<file path="src/rtl/btn_event_decoder_if.sv">
// Bus between the button event decoder and its consumer: the debounced level in,
// single-cycle event pulses and the last press length out.
interface btn_event_decoder_if #(
  parameter int LEN_W = 16
);
  // No handshake. db is a level sampled on every clk edge. Each *_p output is
  // high for exactly one clk cycle per event and must be consumed in that cycle.
  // press_len is a plain register, valid at any time.
  logic             db;
  logic             press_p;
  logic             rel_p;
  logic             short_p;
  logic             long_p;
  logic             dbl_p;
  logic [LEN_W-1:0] press_len;

  modport master (
    output db,
    input  press_p, rel_p, short_p, long_p, dbl_p, press_len
  );

  modport slave (
    input  db,
    output press_p, rel_p, short_p, long_p, dbl_p, press_len
  );
endinterface

</file>
<file path="src/rtl/btn_event_decoder.sv">
// Classifies debounced button gestures into short, long and double-click events
// and records the duration of the last completed press in ms ticks.
module btn_event_decoder #(
  parameter int TICK_DIV  = 100000,
  parameter int LONG_MS   = 1000,
  parameter int DCLICK_MS = 300,
  parameter int LEN_W     = 16
) (
  input  logic                  clk,
  input  logic                  rst,
  btn_event_decoder_if.slave    bus,
  output logic [2:0]            state_dbg
);

  typedef enum logic [2:0] {
    IDLE   = 3'd0,
    PRESS1 = 3'd1,
    LONG   = 3'd2,
    GAP    = 3'd3,
    PRESS2 = 3'd4
  } state_t;

  localparam int               PW        = (TICK_DIV > 1) ? $clog2(TICK_DIV) : 1;
  localparam logic [PW-1:0]    PRESC_MAX = PW'(TICK_DIV - 1);
  localparam logic [LEN_W-1:0] LONG_T    = LEN_W'(LONG_MS);
  localparam logic [LEN_W-1:0] DCLICK_T  = LEN_W'(DCLICK_MS);
  localparam logic [LEN_W-1:0] MS_MAX    = '1;

  state_t           state;
  logic [PW-1:0]    presc;
  logic [LEN_W-1:0] ms_cnt;
  logic             db_q;
  logic             rise;
  logic             fall;
  logic             tick;

  assign rise      = bus.db & ~db_q;
  assign fall      = ~bus.db & db_q;
  assign tick      = (presc == PRESC_MAX);
  assign state_dbg = state;

  // db_q resets high so a button already held when reset releases is not a press.
  always_ff @(posedge clk or negedge rst) begin
    if (!rst) begin
      state         <= IDLE;
      presc         <= '0;
      ms_cnt        <= '0;
      db_q          <= 1'b1;
      bus.press_p   <= 1'b0;
      bus.rel_p     <= 1'b0;
      bus.short_p   <= 1'b0;
      bus.long_p    <= 1'b0;
      bus.dbl_p     <= 1'b0;
      bus.press_len <= '0;
    end else begin
      db_q        <= bus.db;
      presc       <= tick ? '0 : presc + 1'b1;
      bus.press_p <= rise;
      bus.rel_p   <= fall;
      bus.short_p <= 1'b0;
      bus.long_p  <= 1'b0;
      bus.dbl_p   <= 1'b0;
      if (tick && (ms_cnt != MS_MAX)) ms_cnt <= ms_cnt + 1'b1;

      case (state)
        IDLE: begin
          if (rise) begin
            state  <= PRESS1;
            ms_cnt <= '0;
          end
        end
        PRESS1: begin
          if (fall) begin
            state         <= GAP;
            ms_cnt        <= '0;
            bus.press_len <= ms_cnt;
          end else if (ms_cnt == LONG_T) begin
            // Keep counting into LONG so press_len covers the whole hold.
            state      <= LONG;
            bus.long_p <= 1'b1;
          end
        end
        LONG: begin
          if (fall) begin
            state         <= IDLE;
            ms_cnt        <= '0;
            bus.press_len <= ms_cnt;
          end
        end
        GAP: begin
          if (rise) begin
            state     <= PRESS2;
            ms_cnt    <= '0;
            bus.dbl_p <= 1'b1;
          end else if (ms_cnt == DCLICK_T) begin
            state       <= IDLE;
            ms_cnt      <= '0;
            bus.short_p <= 1'b1;
          end
        end
        PRESS2: begin
          if (fall) begin
            state         <= IDLE;
            ms_cnt        <= '0;
            bus.press_len <= ms_cnt;
          end
        end
        default: begin
          state  <= IDLE;
          ms_cnt <= '0;
        end
      endcase
    end
  end

endmodule

</file>
<file path="src/flat_wrapper.sv">
// flat-port wrapper written by rule: the top's interface ports become plain ports
module btn_event_decoder_flat 
#(
  parameter int TICK_DIV  = 100000,
  parameter int LONG_MS   = 1000,
  parameter int DCLICK_MS = 300,
  parameter int LEN_W     = 16
)
  (clk, rst, state_dbg, bus_db, bus_press_p, bus_rel_p, bus_short_p, bus_long_p, bus_dbl_p, bus_press_len);
  btn_event_decoder_if #(.LEN_W(LEN_W)) bus_i ();
  input  logic clk;
  input  logic rst;
  output logic [2:0] state_dbg;
  input wire logic [$bits(bus_i.db)-1:0] bus_db;
  output wire logic [$bits(bus_i.press_p)-1:0] bus_press_p;
  output wire logic [$bits(bus_i.rel_p)-1:0] bus_rel_p;
  output wire logic [$bits(bus_i.short_p)-1:0] bus_short_p;
  output wire logic [$bits(bus_i.long_p)-1:0] bus_long_p;
  output wire logic [$bits(bus_i.dbl_p)-1:0] bus_dbl_p;
  output wire logic [$bits(bus_i.press_len)-1:0] bus_press_len;
  assign bus_i.db = bus_db;
  assign bus_press_p = bus_i.press_p;
  assign bus_rel_p = bus_i.rel_p;
  assign bus_short_p = bus_i.short_p;
  assign bus_long_p = bus_i.long_p;
  assign bus_dbl_p = bus_i.dbl_p;
  assign bus_press_len = bus_i.press_len;
  btn_event_decoder #(.TICK_DIV(TICK_DIV), .LONG_MS(LONG_MS), .DCLICK_MS(DCLICK_MS), .LEN_W(LEN_W)) u_core (.clk(clk), .rst(rst), .bus(bus_i), .state_dbg(state_dbg));
endmodule
</file>
<file path="config.mk">
export PLATFORM = sky130hd
export DESIGN_NAME = btn_event_decoder_flat
export DESIGN_NICKNAME = d
export VERILOG_FILES = /design/src/rtl/btn_event_decoder_if.sv /design/src/rtl/btn_event_decoder.sv /design/src/flat_wrapper.sv
export SDC_FILE = /design/constraint.sdc
export NUM_CORES = 1
export LEC_CHECK = 0
export CORE_MARGIN = 3
export CORE_UTILIZATION = 39
export DETAILED_ROUTE_END_ITERATION = 10
export PLACE_DENSITY = 0.64
export SLEW_MARGIN = 0
export SYNTH_ARGS = -nofsm -noshare
export SYNTH_HDL_FRONTEND = slang
export SYNTH_SLANG_ARGS = --single-unit
</file>
<file path="constraint.sdc">
create_clock -name clk -period 2.7 [get_ports clk]
set_input_delay 0.54 -clock clk [delete_from_list [all_inputs] [get_ports clk]]
set_output_delay 0.54 -clock clk [all_outputs]
set_load 0.02 [all_outputs]
</file>
# Yosys cells after proc, flatten, opt, wreduce, memory -nomap -nowiden
# Cells that the tools add are included.
[totals] regBits=58 output_inout_bits=24 elab_cells=56
[op_classes] add_sub_neg=2 n_eq_ne=12 mux=22 bitwise=4 reduce_logical=6
[ops] operator="$mux 16" n=5
[ops] operator="$pmux 16 s3" n=1
[ops] operator="$mux 3" n=6
[ops] operator="$add 17x1->17 const B" n=1
[ops] operator="$eq 17x17->1 const B" n=1
[ops] operator="$mux 17" n=1
[ops] operator="$add 16x1->16 const B" n=1
[ops] operator="$eq 16x10->1 const B" n=1
[ops] operator="$eq 16x9->1 const B" n=1
[ops] operator="$ne 16x16->1 const B" n=1
[ops] operator="$pmux 3 s4" n=1
[ops] operator="$mux 1" n=8
[ops] operator="$eq 3x2->1 const B" n=2
[ops] operator="$ne 3x1->1 const B" n=2
[ops] operator="$ne 2x1->1 const B" n=2
[ops] operator="$reduce_and 4->1" n=1
[ops] operator="$eq 3x1->1 const B" n=1
[ops] operator="$eq 3x3->1 const B" n=1
[ops] operator="$logic_not 3->1" n=1
[ops] operator="$reduce_or 3->1" n=1
[ops] operator="$and 1x1->1" n=2
[ops] operator="$not 1->1" n=2
[ops] operator="$reduce_and 2->1" n=1
[ops] operator="$reduce_or 2->1" n=1
[ops] operator="$logic_and 1x1->1" n=1

# Depth between registers and ports, before layout
[depth] ltp_word=6 ltp_mapped=7 mapped_depth_nobuf=7

# Worst setup path before layout
# No wires, ideal clock.
[synth_path] path_kind="register to register" from="reg u_core.state[0], in the netlist u_core.state_dbg[0]" to="reg u_core.bus.press_len[10]" setup_time_ps=125 arrival_ps=2016 required_time_ps=2575 setup_slack_ps=559 path_stages_with_launch=7 path_buffers=2 path_cell_list="dfrtp_1 clkbuf_1 nor2_1 a21oi_1 nor2_1 clkbuf_1 mux2_2"
[synth_via] elab_chain_cells=3 word_cells_on_any_way=5
[synth_rtl] item="start, declared" line_no="btn_event_decoder.sv:29" text="state_t state;"
[synth_rtl] item="start signal, assigned" line_no="btn_event_decoder.sv:45" text="state <= IDLE;"
[synth_rtl] item="start signal, assigned" line_no="btn_event_decoder.sv:68" text="state <= PRESS1;"
[synth_rtl] item="start signal, assigned" line_no="btn_event_decoder.sv:74" text="state <= GAP;"
[synth_rtl] item="$eq 3x1->1, or another cell as far along" line_no="btn_event_decoder.sv:65" text="case (state)"
[synth_rtl] item="$reduce_or 3->1 (no line) (*)"
[synth_rtl] item="$reduce_and 2->1 (no line) (*)"
[synth_rtl] item="end signal, assigned" line_no="btn_event_decoder.sv:76" text="bus.press_len <= ms_cnt;"
[synth_rtl] item="end signal, assigned" line_no="btn_event_decoder.sv:87" text="bus.press_len <= ms_cnt;"
[synth_rtl] item="end signal, assigned" line_no="btn_event_decoder.sv:105" text="bus.press_len <= ms_cnt;"
[synth_rtl] item="end, declared" line_no="btn_event_decoder_if.sv:24" text="output press_p, rel_p, short_p, long_p, dbl_p, press_len"
# Every way passes the cells marked *; elsewhere a longest branch is shown, timed or not.
# A chain may end at the register's enable or synchronous reset.

# Final worst setup path
[layout_path] from="reg u_core.presc[5]" to="reg u_core.ms_cnt[8]"
[layout_via] elab_chain_cells=6 word_cells_on_any_way=8
[layout_rtl] item="start, declared" line_no="btn_event_decoder.sv:30" text="logic [PW-1:0] presc;"
[layout_rtl] item="start signal, assigned" line_no="btn_event_decoder.sv:57" text="presc <= tick ? '0 : presc + 1'b1;"
[layout_rtl] item="$eq 17x17->1 (*)" line_no="btn_event_decoder.sv:39" text="assign tick = (presc == PRESC_MAX);"
[layout_rtl] item="$logic_and 1x1->1 (*)" line_no="btn_event_decoder.sv:63" text="if (tick && (ms_cnt != MS_MAX)) ms_cnt <= ms_cnt + 1'b1;"
[layout_rtl] item="$mux 16 (*)" line_no="btn_event_decoder.sv:63"
[layout_rtl] item="$mux 16" line_no="btn_event_decoder.sv:95" text="end else if (ms_cnt == DCLICK_T) begin"
[layout_rtl] item="$mux 16" line_no="btn_event_decoder.sv:91" text="if (rise) begin"
[layout_rtl] item="$pmux 16 s3 (*)" line_no="btn_event_decoder.sv:65"
[layout_rtl] item="end signal, assigned" line_no="btn_event_decoder.sv:63"
[layout_rtl] item="end, declared" line_no="btn_event_decoder.sv:31" text="logic [LEN_W-1:0] ms_cnt;"
# Marks and branches as above.

==> impl_metrics.yaml <==
pwr:
  vdd_ir_drop_max_mv: 0.249
  p_leak_nw: 1.46
  power_per_cell_area_nw_per_um2: 582
  netSwitchingPower_mw: 0.571
  seq_power_share_pct: 47.7
  combinational_power_share_pct: 17.7
  internal_power_mw: 1.42
  power.share.switching_pct: 28.7
  power_frac_clock_pct: 34.6
cells_and_area:
  post_route_cells_drive_above_1_share_pct: 16.9
  final_core_utilization_pct: 49.2
  instances_no_fill: 403
  net_count_final: 309
  area_delta_synth_final_pct: 19.9
  diodes: 0
clock_network:
  tritoncts_clock_tree: "yes"
  cts.htree.levels: 3
  postCtsSetupRepairBufs: 0
  cts_buffers: 9
  cts-root-buf: "clkbuf_8"
  max-clock-path-buffers: 2
  postCtsHoldBufs: 0
  insertion_delay_ns: 0.33
  post_cts.resized_instances: 0
  cts.sinks: 58
  clk_pin_slew_worst_paths_ns: 0.06
placed_design:
  io_buffer_count: 26
  gp_congestion: 0.780
  dp_cells: 388
  preCtsSetupSlack_ns: 0.373
  detailedPlacementHpwl_microns: 3870
die:
  die_width_microns: 91.5
  core.rowCount: 30
  initial_utilization_pct: 41.0
  design.portCount: 27
  die_height_microns: 91.5
  placeableCoreArea_sq_um: 6940
  area_of_the_die_sq_um: 8370
global_routing:
  vias_in_the_first_global_route: 2002
  grt_overflow_total: 0
  pin_count_of_the_biggest_net_entering_global_routing: 31
  antenna_found_initial: 0
  grt_pass1_wl_microns: 9500
  track_usage_pct: 14.2
timing:
  final.setup_skew_ns: 0.00571
  maxClockFrequency_ghz: 0.449
  timing_worst_slew_pin_value_ns: 0.664
  finalWorstPathRequiredPeriod_ns: 2.23
  whs_ns: 0.242
  hold_violation_total_from_the_final_report: 0
  finalSetupViolations: 0
  setup_tns_ns: 0
  maxSlewHeadroom_pct: 55.8
  unrepaired_setup_endpoints_after_global_routing: "no"
  worst_slack_ns: 0.475
  final_cycle_utilization_of_the_critical_path_pct: 82.4
  timing.final.max_slew_violations: 0
synth:
  postSynth.asyncResetShare_pct: 100
  synth_enable_flop_cells: 0
  synth_area_leaders: "dfrtp_1 (50%), mux2_2 (6.3%), xnor2_1 (5.2%)"
  syn-mean-instance-area_sq_um: 10.6
  mappedNetlistArea_sq_um: 2850
  syn_nets: 275
  synth_most_common_cell: "dfrtp_1"
  postSynthCellCount: 269
  ys.warnings.count: 0
  synth_cell_types: 46
  yosysSeqAreaShare_pct: 51.0
  synth_top_flop_cell: "dfrtp_1"
  synth.cells.most_frequent: "dfrtp_1 (57), nor2_1 (28), nand3_1 (20), xnor2_1 (17), mux2_2 (16)"
  post-synth-top-area-fraction_pct: 50.0
  ys_ff_latch: 58
  yosys.area.top_type: "dfrtp_1"
worst_setup_path:
  regToRegEndpoint: "u_core.ms_cnt[8]"
  flop_to_flop_setup_slack_ns: 0.47
  ff2ff_path_depth: 5
  critical_path_required_ns: 2.95
  timing.critical_path.arrival_ns: 2.48
  cp-end-kind: "flop"
  critical_path.startpoint_type: "flop"
  crit_path_max_fanout: 8
  timing.rr.start: "u_core.presc[5]"
  timing_worst_setup_path_type: "reg2reg"
drt:
  postRouteAntennaNets: 0
  detail_route.wirelength_microns: 5420
  post_drt_via_cell_ratio: 5.16
  dr_total_vias: 2081
  drtPass1Iterations: 5
  route.detailed.wl_per_inst_microns: 13.4
  detail_route.drc_violations: 0
  drt_iter0_drc: 124
run_status:
  run_status: "finished, final reports clean"
job:
  max_cap_viol_count: 0
min_path:
  min-delay-path-class: "in2async"
## registers in the layout (all words and copies together) (netlist names)
register	flops
u_core.db_q	1
u_core.bus.short_p	1
u_core.bus.press_len	16
u_core.state_dbg	3
u_core.bus.dbl_p	1
u_core.bus.rel_p	1
u_core.bus.press_p	1
u_core.ms_cnt	16
u_core.presc	17
u_core.bus.long_p	1
## critical path, stage by stage (launching register included)
cell	delay, ns
dfrtp_1	0.40
or4b_4	0.60
nor4_4	0.32
o21ai_2	0.18
or4_1	0.49
a21oi_1	0.15
## metal layers
layer | track usage, % | share of wire (%) | vias to the layer above
met5 | 0 | 0 | -
met4 | 5.03 | 1.6 | 0
met3 | 5.30 | 4.8 | 7
met2 | 23.2 | 48 | 41
met1 | 17.2 | 45 | 1001
li1 | - | - | 1032
## stage by stage
stage | cell area (sq um) | power, mW
CTS | 3420 | 2.02
global placement | 3250 | 1.32
floorplan | 2850 | 1.19
finish | 3420 | 1.99
detailed placement | 3250 | 1.32
global route | 3420 | 2.10
## how the worst max path moves through the flow
stage	startpoint	endpoint	slack (ns)
finish	u_core.presc[5]	u_core.ms_cnt[8]	0.47
CTS	u_core.presc[5]	u_core.ms_cnt[4]	0.47
floorplan	u_core.state_dbg[0]	u_core.bus.press_len[10]	0.56
global route	u_core.presc[5]	u_core.ms_cnt[13]	0.32
global placement	bus_db	u_core.ms_cnt[15]	0.44
detailed placement	bus_db	u_core.ms_cnt[15]	0.37
## layout by cell type, fill, tap and decap left out, drive strengths merged, types with 8 or more instances in the layout
cell type,synthesis,final
dfrtp,57,57
clkdlybuf4s50,0,25
nand3,20,20
nand2,14,14
nor2,31,31
xnor2,17,17
nor3,8,8
o21ai,9,9
clkbuf,6,12
mux2,16,16
a21oi,11,11
## cell type report
cell class | count | area, sq um
inverter | 7 | 26.3
clock buffer | 12 | 155
sequential | 58 | 1450
clock inverter | 3 | 15.0
timing repair buffer | 32 | 313
tap | 96 | 120
fill | 644 | 3530
multi-input combinational | 195 | 1340
## power groups by stage
stage | clock network [mW] | logic [mW] | registers, mW
floorplan | 0 | 0.241 | 0.947
global placement | 0 | 0.353 | 0.963
detailed placement | 0 | 0.353 | 0.964
CTS | 0.716 | 0.354 | 0.947
global route | 0.754 | 0.386 | 0.956
finish | 0.687 | 0.352 | 0.949
## logic make-up (layout without fill, tap and decap cells)
logic type,count (synthesis),count (layout),synth area share [%]
compound gates,31,31,6.67
xor+xnor,22,22,6.76
fa+ha+maj,3,3,1.32
buf+inv,16,54,2.19
flops,58,58,51.0
mux,18,18,7.02
simple gates,121,121,25.1
Power figures use the tool's default switching activity.
